### config.mk
export PLATFORM = sky130hd
export DESIGN_NAME = flash_sample_sequencer_flat
export DESIGN_NICKNAME = d
export VERILOG_FILES = /design/src/rtl/flash_sample_sequencer_if.sv /design/src/rtl/flash_sample_sequencer.sv /design/src/flat_wrapper.sv
export SDC_FILE = /design/constraint.sdc
export NUM_CORES = 1
export LEC_CHECK = 0
export BUFFER_PORTS_ARGS = -buffer_cell sky130_fd_sc_hd__buf_2
export CORE_MARGIN = 10
export CORE_UTILIZATION = 50
export CTS_CLUSTER_DIAMETER = 100
export DETAILED_ROUTE_END_ITERATION = 10
export PLACE_DENSITY = 0.76
export SLEW_MARGIN = 20
export SYNTH_ARGS = -nofsm -noshare
export SYNTH_HDL_FRONTEND = slang
export SYNTH_SLANG_ARGS = --single-unit
### constraint.sdc
create_clock -name clk -period 2.8 [get_ports clk]
set_input_delay 0.28 -clock clk [delete_from_list [all_inputs] [get_ports clk]]
set_output_delay 0.28 -clock clk [all_outputs]
set_load 0.005 [all_outputs]
### src/rtl/flash_sample_sequencer_if.sv
// ---------------------------------------------------------------------------
// flash_sample_sequencer_if
// Read-side bus between the audio sample sequencer and the flash controller.
//   flash_read          master -> slave  read request, held until accepted
//   flash_address       master -> slave  word address of the request
//   flash_byteenable    master -> slave  always all four bytes
//   flash_waitrequest   slave -> master  controller busy, request not taken
//   flash_readdatavalid slave -> master  flash_readdata carries a word
//   flash_readdata      slave -> master  32-bit flash word
// ---------------------------------------------------------------------------
`timescale 1ns/1ps
interface flash_sample_sequencer_if #(
   parameter int ADDR_W = 23
);
   logic              flash_read;
   logic [ADDR_W-1:0] flash_address;
   logic [3:0]        flash_byteenable;
   logic              flash_waitrequest;
   logic              flash_readdatavalid;
   logic [31:0]       flash_readdata;

   // The sequencer issues reads, so it is the master of this bus.
   modport master (
      output flash_read,
      output flash_address,
      output flash_byteenable,
      input  flash_waitrequest,
      input  flash_readdatavalid,
      input  flash_readdata
   );

   // The flash controller answers the reads.
   modport slave (
      input  flash_read,
      input  flash_address,
      input  flash_byteenable,
      output flash_waitrequest,
      output flash_readdatavalid,
      output flash_readdata
   );
endinterface

### src/rtl/flash_sample_sequencer.sv
// ---------------------------------------------------------------------------
// flash_sample_sequencer
// Feeds 16-bit audio samples to the output stage, one per sample_tick while
// playing. Each 32-bit flash word holds two samples, so one flash read is
// issued per pair of ticks. The word address walks forward or backward
// through [START_ADDR, END_ADDR] with wrap-around; pause and restart are
// supported.
//   clk             system clock
//   rst_n           asynchronous reset, active low
//   i_sample_tick   one-cycle request for the next sample
//   i_play          1 = run, 0 = pause
//   i_dir           0 = forward, 1 = backward
//   i_restart       one-cycle pulse, jump to region start/end
//   flash           flash read bus (master side)
//   o_sample_out    current sample, two's complement
//   o_sample_valid  one-cycle pulse when o_sample_out updates
// ---------------------------------------------------------------------------
`timescale 1ns/1ps
module flash_sample_sequencer #(
   parameter int                ADDR_W     = 23,
   parameter logic [ADDR_W-1:0] START_ADDR = 23'h000000,
   parameter logic [ADDR_W-1:0] END_ADDR   = 23'h07FFFF
) (
   input  logic                     clk,
   input  logic                     rst_n,
   input  logic                     i_sample_tick,
   input  logic                     i_play,
   input  logic                     i_dir,
   input  logic                     i_restart,
   flash_sample_sequencer_if.master flash,
   output logic [15:0]              o_sample_out,
   output logic                     o_sample_valid
);

   typedef enum logic [2:0] {
      IDLE,
      REQ,
      WAIT_DATA,
      OUT_FIRST,
      WAIT_TICK,
      OUT_SECOND
   } state_t;

   state_t            r_state;
   logic              r_read;
   logic [ADDR_W-1:0] r_addr;
   logic [31:0]       r_data;
   logic              r_dirQ;
   logic              r_restartPend;
   logic [15:0]       r_sampleOut;
   logic              r_sampleValid;

   logic              w_restartNow;
   logic              w_tickGo;
   logic [ADDR_W-1:0] w_restartAddr;
   logic [ADDR_W-1:0] w_nextAddr;

   // A restart either arrives this cycle or is still waiting from an earlier
   // state; both are honoured the same way. The restart target follows the
   // live direction input, not the direction latched for the current word.
   assign w_restartNow  = r_restartPend | i_restart;
   assign w_tickGo      = i_sample_tick & i_play;
   assign w_restartAddr = i_dir ? END_ADDR : START_ADDR;

   // Address of the next word once both halves of the current word are out,
   // wrapping at the region edges in whichever direction the word was read.
   always_comb begin
      w_nextAddr = r_addr;
      if (r_dirQ) begin
         w_nextAddr = (r_addr == START_ADDR) ? END_ADDR : r_addr - ADDR_W'(1);
      end else begin
         w_nextAddr = (r_addr == END_ADDR) ? START_ADDR : r_addr + ADDR_W'(1);
      end
   end

   // Main sequencer. Every output is a register written here, so sample_valid
   // is raised on the transition into OUT_FIRST/OUT_SECOND and is high for
   // exactly the one cycle spent in either of those states. Ticks that land
   // in REQ, WAIT_DATA, OUT_FIRST or OUT_SECOND simply fall through and are
   // lost. A pending restart is only consumed where the FSM (re)enters IDLE,
   // which keeps an in-flight word intact and lets restart win over the
   // normal address advance.
   always_ff @(posedge clk or negedge rst_n) begin
      if (!rst_n) begin
         r_state       <= IDLE;
         r_read        <= 1'b0;
         r_addr        <= START_ADDR;
         r_data        <= '0;
         r_dirQ        <= 1'b0;
         r_restartPend <= 1'b0;
         r_sampleOut   <= '0;
         r_sampleValid <= 1'b0;
      end else begin
         r_sampleValid <= 1'b0;
         if (i_restart) begin
            r_restartPend <= 1'b1;
         end
         case (r_state)
            IDLE: begin
               if (w_restartNow) begin
                  r_addr        <= w_restartAddr;
                  r_restartPend <= 1'b0;
               end else if (w_tickGo) begin
                  r_dirQ  <= i_dir;
                  r_read  <= 1'b1;
                  r_state <= REQ;
               end
            end
            REQ: begin
               if (!flash.flash_waitrequest) begin
                  r_read  <= 1'b0;
                  r_state <= WAIT_DATA;
               end
            end
            WAIT_DATA: begin
               if (flash.flash_readdatavalid) begin
                  r_data        <= flash.flash_readdata;
                  r_sampleOut   <= r_dirQ ? flash.flash_readdata[31:16]
                                          : flash.flash_readdata[15:0];
                  r_sampleValid <= 1'b1;
                  r_state       <= OUT_FIRST;
               end
            end
            OUT_FIRST: begin
               r_state <= WAIT_TICK;
            end
            WAIT_TICK: begin
               if (w_tickGo) begin
                  r_sampleOut   <= r_dirQ ? r_data[15:0] : r_data[31:16];
                  r_sampleValid <= 1'b1;
                  r_state       <= OUT_SECOND;
               end
            end
            OUT_SECOND: begin
               if (w_restartNow) begin
                  r_addr        <= w_restartAddr;
                  r_restartPend <= 1'b0;
               end else begin
                  r_addr <= w_nextAddr;
               end
               r_state <= IDLE;
            end
            default: begin
               r_state <= IDLE;
            end
         endcase
      end
   end

   assign flash.flash_read       = r_read;
   assign flash.flash_address    = r_addr;
   assign flash.flash_byteenable = 4'hF;
   assign o_sample_out           = r_sampleOut;
   assign o_sample_valid         = r_sampleValid;

endmodule

### src/flat_wrapper.sv
// flat-port wrapper written by rule: the top's interface ports become plain ports
module flash_sample_sequencer_flat 
#(
   parameter int                ADDR_W     = 23,
   parameter logic [ADDR_W-1:0] START_ADDR = 23'h000000,
   parameter logic [ADDR_W-1:0] END_ADDR   = 23'h07FFFF
)
  (clk, rst_n, i_sample_tick, i_play, i_dir, i_restart, o_sample_out, o_sample_valid, flash_flash_read, flash_flash_address, flash_flash_byteenable, flash_flash_waitrequest, flash_flash_readdatavalid, flash_flash_readdata);
  flash_sample_sequencer_if #(.ADDR_W(ADDR_W)) flash_i ();
  input  logic clk;
  input  logic rst_n;
  input  logic i_sample_tick;
  input  logic i_play;
  input  logic i_dir;
  input  logic i_restart;
  output logic [15:0] o_sample_out;
  output logic o_sample_valid;
  output wire logic [$bits(flash_i.flash_read)-1:0] flash_flash_read;
  output wire logic [$bits(flash_i.flash_address)-1:0] flash_flash_address;
  output wire logic [$bits(flash_i.flash_byteenable)-1:0] flash_flash_byteenable;
  input wire logic [$bits(flash_i.flash_waitrequest)-1:0] flash_flash_waitrequest;
  input wire logic [$bits(flash_i.flash_readdatavalid)-1:0] flash_flash_readdatavalid;
  input wire logic [$bits(flash_i.flash_readdata)-1:0] flash_flash_readdata;
  assign flash_flash_read = flash_i.flash_read;
  assign flash_flash_address = flash_i.flash_address;
  assign flash_flash_byteenable = flash_i.flash_byteenable;
  assign flash_i.flash_waitrequest = flash_flash_waitrequest;
  assign flash_i.flash_readdatavalid = flash_flash_readdatavalid;
  assign flash_i.flash_readdata = flash_flash_readdata;
  flash_sample_sequencer #(.ADDR_W(ADDR_W), .START_ADDR(START_ADDR), .END_ADDR(END_ADDR)) u_core (.clk(clk), .rst_n(rst_n), .i_sample_tick(i_sample_tick), .i_play(i_play), .i_dir(i_dir), .i_restart(i_restart), .flash(flash_i), .o_sample_out(o_sample_out), .o_sample_valid(o_sample_valid));
endmodule
==> results of run 1 <==
[logic make-up (layout without fill, tap and decap cells)]
family	Yosys count	count (layout)	synth area share (%)
AO/OA/AOI/OAI	101	101	15.1
XOR/XNOR	16	16	3.00
adder cells (fa/ha/maj)	3	3	0.804
buffers and inverters	42	126	4.07
flip-flops	78	78	41.8
multiplexers	65	65	19.5
other	1	4	0.0803
AND/OR/NAND/NOR	134	134	15.6
[area by class of cell]
cell class                      count  area [sq um]  share of cell area (%)
Sequential cell                    78          1950                    35.8
Clock buffer                        9           124                    2.27
Inverter                            9          33.8                   0.619
Timing Repair Buffer              101           573                    10.5
Clock inverter                      7          86.3                    1.58
Multi-Input combinational cell    323          2550                    46.7
Tap cell                          111           139                    2.55
[layer usage]
layer | vias to the layer above | GRT usage [%] | wire [um]
met3 | 25 | 4.83 | 901
met5 | - | 0 | 0
met4 | 0 | 7.00 | 238
li1 | 1808 | - | -
met1 | 1944 | 21.8 | 4990
met2 | 146 | 29.6 | 5850
[where the power goes]
part           leakage [nW]  internal [W]  switching (W)
logic                  1.26       0.00149        0.00141
registers             0.935       0.00168       0.000550
clock network         0.105      0.000434       0.000483
total                  2.30       0.00360        0.00245
[worst max-delay path, delay by kind of cell (launching register included)]
kind | cells | cell delay, ns
AOI/OAI and AO/OA | 2 | 0.46
and+or+nand+nor | 4 | 1.49
buffers and inverters | 1 | 0.19
DFF | 1 | 0.39
[sequential cells by signal, summed over array words and instances, names as in the netlist]
register / cells
u_core.flash.flash_address: 23
u_core.o_sample_out: 16
u_core.flash.flash_read: 1
u_core.r_data: 32
u_core.r_state: 3
u_core.r_dirQ: 1
u_core.o_sample_valid: 1
u_core.r_restartPend: 1
[cell usage in the layout (no fill, tap or decap), drive strengths merged, types with 13 or more instances in the layout]
cell / n
mux4: 16
inv: 13
a21oi: 17
o21ai: 27
nor2: 29
mux2: 49
nand3: 14
nand2: 26
dfrtp: 78
buf: 101
[how the worst max path moves through the flow]
stage | endpoint | slack [ns] | cells after the start
after global routing | u_core.flash.flash_address[22] | 0.06 | 7
after floorplan | u_core.flash.flash_address[20] | 0.11 | 8
after detailed placement | u_core.flash.flash_address[20] | 0.22 | 7
after CTS | u_core.flash.flash_address[20] | 0.19 | 7
final | u_core.flash.flash_address[20] | 0.18 | 7
after global placement | u_core.flash.flash_address[20] | 0.25 | 7
[through the flow]
step | power (W) | utilization (%) | std cells | cell area, sq um | hold WS [ns]
6_report | 0.00604 | 59.6 | 638 | 5460 | 0.0591
5_1_grt | 0.00650 | 59.6 | 638 | 5460 | 0.137
4_1_cts | 0.00608 | 59.6 | 638 | 5460 | 0.124
3_5_place_dp | 0.00516 | 57.3 | 622 | 5250 | 0.491
3_3_place_gp | 0.00503 | 57.3 | 622 | 5250 | 0.484
2_1_floorplan | 0.00415 | - | 443 | 4680 | -0.0156
==> flow_summary.ini, run 1 <==
[clocking]
cts_repair_resize_count = 0
cts_htree_levels = 3
tritoncts = yes
clockBufferDepth = 2
worstSkewPairLatency_ns = 0.36
post_cts_buffers = 0
cts-hold-fix-buffers = 0
cts_made_buffers = 9
clk_pin_slew_ns = 0.09
cts_root_buf = clkbuf_8
clock_sinks = 78

[synthesis]
syn_area_sq_mm = 0.00467
synthTopCellsByCount = dfrtp_1, mux2_2, nor2_1, nand2_1, o21ai_0
synth_edf_count = 0
yosysWarningCount = 0
yosys-top-cells-area = dfrtp_1, mux2_2, mux4_2, o21ai_0, nor2_1
synth.ff_latch_count = 78
synth_cell_types = 72
synthArstFlopShare_pct = 100
netlist_instances = 440
ys_seq_area_share_pct = 41.8
synth.most_common_cell = dfrtp_1
synth_top_area_share_pct = 41.8
synthesis.area_per_instance_sq_um = 10.6
synth_ff_type = dfrtp_1
yosys.area.top_type = dfrtp_1

[critical_path]
cp-startpoint = u_core.flash.flash_address[13]
crit_path_end_kind = register
r2r_start = u_core.flash.flash_address[13]
critPathArrivalTime_ns = 2.87
cp_max_fo = 5
critical_path.most_common_cell = or4_1
cp.required_ns = 3.05
critPathLaunchType = register
setup.worst_path.class = register to register
path_cells = or4_1 > or4_1 > nor4_4 > buf_4 > nor2_2 > a31o_1 > a221o_1
cpPeakStageDelay_ns = 0.57
worstReg2RegEnd = u_core.flash.flash_address[20]
crit_slowest_cell = or4_1
worstRegToRegCells = 7
regToRegSetupSlack_ns = 0.18

[flow_run]
drv_cap = 0

[status]
status = finished, final reports clean

[timing]
finalHoldViolations = 0
rsz0062_at_grt = false
fin_ws_ns = 0.176
fin_worst_skew_ns = 0.0126
slew_violations = 0
slew_headroom_pct = 34.3
finalSetupViolCount = 0
finalCriticalPeriod_ns = 2.62
fmax_mhz = 381
fin_tns_setup_ns = 0
min_period_over_period_pct = 93.7
worst_pin_slew_ns = 0.985

[global_routing]
antenna_found_initial = 0
grt_max_degree = 79
grt_util_all_layers_pct = 17.9
grt_pass1_wl_um = 19500
grt_pass1_vias = 4039
grt_overflow = 0

[die]
dieArea_sq_mm = 0.0136
core_region_area_sq_mm = 0.00915
die_w_um = 117
placementRows = 35
start_util_pct = 51.0
io_pins = 85
die_y_um = 117

[placement]
portBuffers = 80
place_congestion = 0.902
pre_cts_slack_ns = 0.222
post-dp-hpwl_um = 8640

[pwr]
p_per_area_mw_per_mm2 = 1110
leakage_nw = 2.30
vdd_drop_max_mv = 0.579

[routing]
wl_per_cell_um = 18.8
ant_nets = 0
post-route-drc-count = 0
first_pass_iters = 5
viasPerCell = 6.15
drtIter0Drc = 216
vias = 3923
drt-total-wl_um = 12000

[finish]
syn2layout_area_growth_pct = 16.9
drive_above_1_share_pct = 38.7
final_nets = 565
fillCellCount = 787
diodes = 0

[worst_hold_path]
hold_class = input pin to async pin
No activity file was read; power rests on OpenSTA's default activity.
==> run 2: changes to the inputs <==
Settings changed: SETUP_SLACK_MARGIN set to 0.5.
==> flow_summary.ini, run 2 (synthesis gave the netlist of run 1 again) <==
[status]
status = finished, final reports clean

[timing]
fmax_mhz = 405
fin_ws_ns = 0.330
slew_headroom_pct = 48.8
fin_worst_skew_ns = 0.0114
worst_pin_slew_ns = 0.768
fin_tns_setup_ns = 0
finalHoldViolations = 0
finalCriticalPeriod_ns = 2.47
slew_violations = 0
rsz0062_at_grt = true
finalSetupViolCount = 0
min_period_over_period_pct = 88.2

[critical_path]
critical_path.most_common_cell = or4_4
path_cells = or4_4 > or4_4 > nor4_4 > buf_6 > nor2_4 > a31o_1 > a221o_1
crit_slowest_cell = or4_4
critPathLaunchType = register
cpPeakStageDelay_ns = 0.54
r2r_start = u_core.flash.flash_address[13]
cp_max_fo = 6
cp-startpoint = u_core.flash.flash_address[13]
crit_path_end_kind = register
regToRegSetupSlack_ns = 0.33
setup.worst_path.class = register to register
cp.required_ns = 3.05
worstRegToRegCells = 7
critPathArrivalTime_ns = 2.72
endpoint = u_core.flash.flash_address[20]
worstReg2RegEnd = u_core.flash.flash_address[20]

[placement]
pre_cts_slack_ns = 0.182
portBuffers = 80
post-dp-hpwl_um = 9210
placed_area_sq_mm = 0.00524
place_congestion = 0.943

[clocking]
clk_pin_slew_ns = 0.10
clock_sinks = 78
clockBufferDepth = 2
tritoncts = yes
cts_htree_levels = 3
worstSkewPairLatency_ns = 0.36
cts_made_buffers = 9
cts_root_buf = clkbuf_8

[routing]
wl_per_cell_um = 19.8
ant_nets = 0
viasPerCell = 6.17
first_pass_iters = 5
drt-total-wl_um = 13000
post-route-drc-count = 0
vias = 4041
drtIter0Drc = 283

[global_routing]
grt_pass1_wl_um = 21100
grt_util_all_layers_pct = 19.4
grt_overflow = 0
antenna_found_initial = 0
grt_max_degree = 79
grt_pass1_vias = 4309

[die]
start_util_pct = 51.0
die_w_um = 117
dieArea_sq_mm = 0.0136
core_region_area_sq_mm = 0.00915
placementRows = 35
die_y_um = 117
io_pins = 85

[pwr]
p_sw_share_pct = 41.6
power_switching_w = 0.00255
p_per_area_mw_per_mm2 = 1080
vdd_drop_max_mv = 0.648
p_clk_share_pct = 13.7
power.internal_w = 0.00358
seqPwrFrac_pct = 36.4
power_frac_comb_pct = 49.9
power_w = 0.00613
leakage_nw = 2.41

[finish]
fillCellCount = 755
final_cell_mix = buf_2, dfrtp_1, mux2_2, buf_4
regMostFlops = u_core.r_data
largest_reg_flops = 32
drive_above_1_share_pct = 43.2
syn2layout_area_growth_pct = 22.1
diodes = 0
finish.utilization_pct = 62.3
final_common_cell = buf_2
design_area_sq_mm = 0.00570
final_nets = 582

[worst_hold_path]
hold_path_depth = 2
hold_class = input pin to register

[flow_run]
drv_cap = 0
## run 2: changes by cell type in the layout (fill, tap and decap cells not counted), moves of 2 or more
cell,previous run,this run
inv_8,2,0
or4_1,3,1
buf_4,21,33
nor3_1,9,7
or4_4,0,2
buf_6,0,3
## run 2: how the worst min path moves through the flow
stage / slack [ns] / startpoint / to
6_report: 0.16 / flash_flash_readdata[12] / u_core.r_data[12]
4_1_cts: 0.12 / rst_n / u_core.flash.flash_address[9]
3_5_place_dp: 0.49 / u_core.o_sample_out[0] / u_core.o_sample_out[0]
3_3_place_gp: 0.48 / u_core.r_data[12] / u_core.r_data[12]
5_1_grt: 0.16 / flash_flash_readdata[21] / u_core.r_data[21]
2_1_floorplan: -0.02 / rst_n / u_core.flash.flash_address[0]
## run 2: through the flow
step | cells | hold WS (ns)
after floorplan | 443 | -0.0156
after global placement | 623 | 0.484
after detailed placement | 623 | 0.492
after CTS | 651 | 0.120
after global routing | 655 | 0.160
final | 655 | 0.163
## run 2: power groups by stage
| stage | combinational (W) | sequential, W | clock (W) |
|---|---|---|---|
| after floorplan | 0.00214 | 0.00201 | 0 |
| after global placement | 0.00285 | 0.00218 | 0 |
| after detailed placement | 0.00294 | 0.00222 | 0 |
| after CTS | 0.00303 | 0.00221 | 0.000854 |
| after global routing | 0.00336 | 0.00231 | 0.000899 |
| final | 0.00306 | 0.00223 | 0.000840 |
## run 2: layer usage
metal	vias up	global-route usage (%)	wire (um)
met5	-	0	0
met4	0	6.59	216
met3	22	4.16	924
met2	174	33.2	6440
met1	2001	23.7	5390
li1	1844	-	-
## run 2: layout make-up
cell class / count / area (sq um) / share of cell area (%)
Clock buffer: 10 / 138 / 2.41
Clock inverter: 6 / 50.0 / 0.878
Inverter: 9 / 33.8 / 0.593
Multi-Input combinational cell: 323 / 2670 / 46.8
Sequential cell: 78 / 1950 / 34.3
Tap cell: 111 / 139 / 2.44
Timing Repair Buffer: 118 / 719 / 12.6
## run 2: repair_timing
item                                    CTS  global route
resized for setup                        17             8
pin swaps                                13             5
endpoints found under the hold margin     0            18
hold buffers                              0             1
cloned                                    1             0
endpoints found under the setup margin   22            23
buffers inserted                         11             2
## run 2: worst max-delay path, delay by kind of cell, from the launching register on
kind                   cells  cell delay (ns)
AOI/OAI and AO/OA          2             0.46
and+or+nand+nor            4             1.31
buffers and inverters      1             0.19
DFF                        1             0.39
==> run 3: changes to the inputs <==
Settings changed: HOLD_SLACK_MARGIN set to 0.06.
Clock period 2.8 ns to 2.18 ns, I/O delays scaled along.
==> flow_summary.ini, run 3 (synthesis gave the netlist of run 1 again) <==
[global_routing]
grt_util_all_layers_pct = 19.4
grt_overflow = 0
antenna_found_initial = 0
grt_max_degree = 63
grt_pass1_wl_um = 21100
grt_pass1_vias = 4184

[timing]
slew_violations = 0
whs_ns = 0.0929
worst_pin_slew_ns = 0.791
fmax_mhz = 413
fin_ws_ns = -0.243
fin_worst_skew_ns = 0.0142
min_period_over_period_pct = 111
rsz0062_at_grt = true
finalCriticalPeriod_ns = 2.42
finalHoldViolations = 0
slew_headroom_pct = 47.3
finalSetupViolCount = 22

[status]
violations = setup timing
status = finished, violations left

[routing]
wl_per_cell_um = 20.5
first_pass_iters = 5
post-route-drc-count = 0
viasPerCell = 6.12
drt-total-wl_um = 14100
drtIter0Drc = 289
ant_nets = 0
vias = 4197

[finish]
syn2layout_area_growth_pct = 32.1
final_nets = 613
largest_reg_flops = 32
final_common_cell = buf_2
final_cell_mix = buf_2, dfrtp_1, buf_4, mux2_4, nor2_1
fillCellCount = 670
regMostFlops = u_core.r_data
diodes = 0
drive_above_1_share_pct = 45.0

[die]
dieArea_sq_mm = 0.0136
die_w_um = 117
placementRows = 35
start_util_pct = 51.0
core_region_area_sq_mm = 0.00915
io_pins = 85
die_y_um = 117

[worst_hold_path]
min_from = flash_flash_readdata[12]
hold_class = input pin to register
hold_path_depth = 2
worstHoldEndpoint = u_core.r_data[12]

[pwr]
seqPwrFrac_pct = 30.0
p_sw_share_pct = 39.6
power_frac_comb_pct = 56.5
p_clk_share_pct = 13.6
vdd_drop_max_mv = 0.694
power.internal_w = 0.00540
p_per_area_mw_per_mm2 = 1450
leakage_nw = 2.75
power_switching_w = 0.00355

[placement]
place_congestion = 0.896
pre_cts_slack_ns = -0.311
post-dp-hpwl_um = 9570
portBuffers = 80

[clocking]
clock_sinks = 78
cts_htree_levels = 3
tritoncts = yes
clk_pin_slew_ns = 0.10
clockBufferDepth = 2
worstSkewPairLatency_ns = 0.37
cts_made_buffers = 9
cts_root_buf = clkbuf_8

[critical_path]
r2r_start = u_core.flash.flash_address[13]
worstReg2RegEnd = u_core.flash.flash_address[20]
crit_slowest_cell = or4_4
path_cells = or4_4 > or4_4 > nor4_4 > buf_4 > nor2_2 > a31o_1 > a221o_1
regToRegSetupSlack_ns = -0.24
setup.worst_path.class = register to register
critical_path.most_common_cell = or4_4
cp.required_ns = 2.43
worstRegToRegCells = 7
critPathArrivalTime_ns = 2.67
cp_max_fo = 6
critPathLaunchType = register
cpPeakStageDelay_ns = 0.54
crit_path_end_kind = register

[flow_run]
drv_cap = 0
-- run 3: changes by cell type in the layout (fill, tap and decap cells not counted), sizes merged --
| cell | previous run | this run |
|---|---|---|
| bufinv | 0 | 1 |
| clkinvlp | 2 | 1 |
| clkinv | 1 | 2 |
| clkbuf | 10 | 11 |
| buf | 117 | 146 |
-- run 3: critical path: cells and delay by family (launching register included) --
family | cells | cell delay (ns)
AOI/OAI and AO/OA | 2 | 0.46
buffers and inverters | 1 | 0.20
DFF | 1 | 0.40
and+or+nand+nor | 4 | 1.25
-- run 3: layout make-up --
cell class                      count  area (sq um)  share of cell area (%)
Sequential cell                    78          1950                    31.7
Tap cell                          111           139                    2.25
Inverter                            9          33.8                   0.548
Clock buffer                        9           124                    2.01
Multi-Input combinational cell    323          2800                    45.4
Timing Repair Buffer              149          1030                    16.7
Clock inverter                      7          88.8                    1.44
-- run 3: repair_timing --
item / 4_1_cts / 5_1_grt
gates resized for setup: 10 / 58
setup endpoints to repair: 39 / 71
cloned: 0 / 3
hold buffers: 1 / 0
pin swaps: 5 / 3
setup buffers: 3 / 0
hold endpoints to repair: 60 / 0
-- run 3: worst max path at each step --
| stage | startpoint | slack, ns | end |
|---|---|---|---|
| global placement | u_core.flash.flash_address[13] | -0.30 | u_core.flash.flash_address[20] |
| CTS | u_core.flash.flash_address[13] | -0.22 | u_core.flash.flash_address[20] |
| detailed placement | u_core.flash.flash_address[13] | -0.31 | u_core.flash.flash_address[18] |
| floorplan | u_core.flash.flash_address[12] | -0.36 | u_core.flash.flash_address[20] |
| finish | u_core.flash.flash_address[13] | -0.24 | u_core.flash.flash_address[20] |
| global route | u_core.flash.flash_address[13] | -0.32 | u_core.flash.flash_address[4] |
-- run 3: power by group through the flow --
stage / Clock [W] / Combinational [W] / Sequential [W]
after global routing: 0.00129 / 0.00546 / 0.00276
after detailed placement: 0 / 0.00446 / 0.00263
after floorplan: 0 / 0.00281 / 0.00258
after CTS: 0.00122 / 0.00455 / 0.00262
final: 0.00121 / 0.00506 / 0.00268
after global placement: 0 / 0.00434 / 0.00257
-- run 3: metrics by stage --
stage,area (sq um),setup TNS [ns],power (W),cells,utilization [%]
floorplan,4730,-5.65,0.00539,443,-
finish,6170,-3.16,0.00895,686,67.4
global placement,5580,-4.27,0.00691,663,61.0
global route,6170,-5.28,0.00951,686,67.4
CTS,5890,-2.93,0.00839,683,64.3
detailed placement,5580,-4.71,0.00709,663,61.0
-- run 3: per-layer routing --
layer / GRT usage (%) / part of all wire, % / vias up
met2: 31.6 / 49 / 178
met1: 25.0 / 42 / 2094
met5: 0 / 0 / -
met3: 3.75 / 6.7 / 20
li1: - / - / 1905
met4: 7.58 / 1.6 / 0
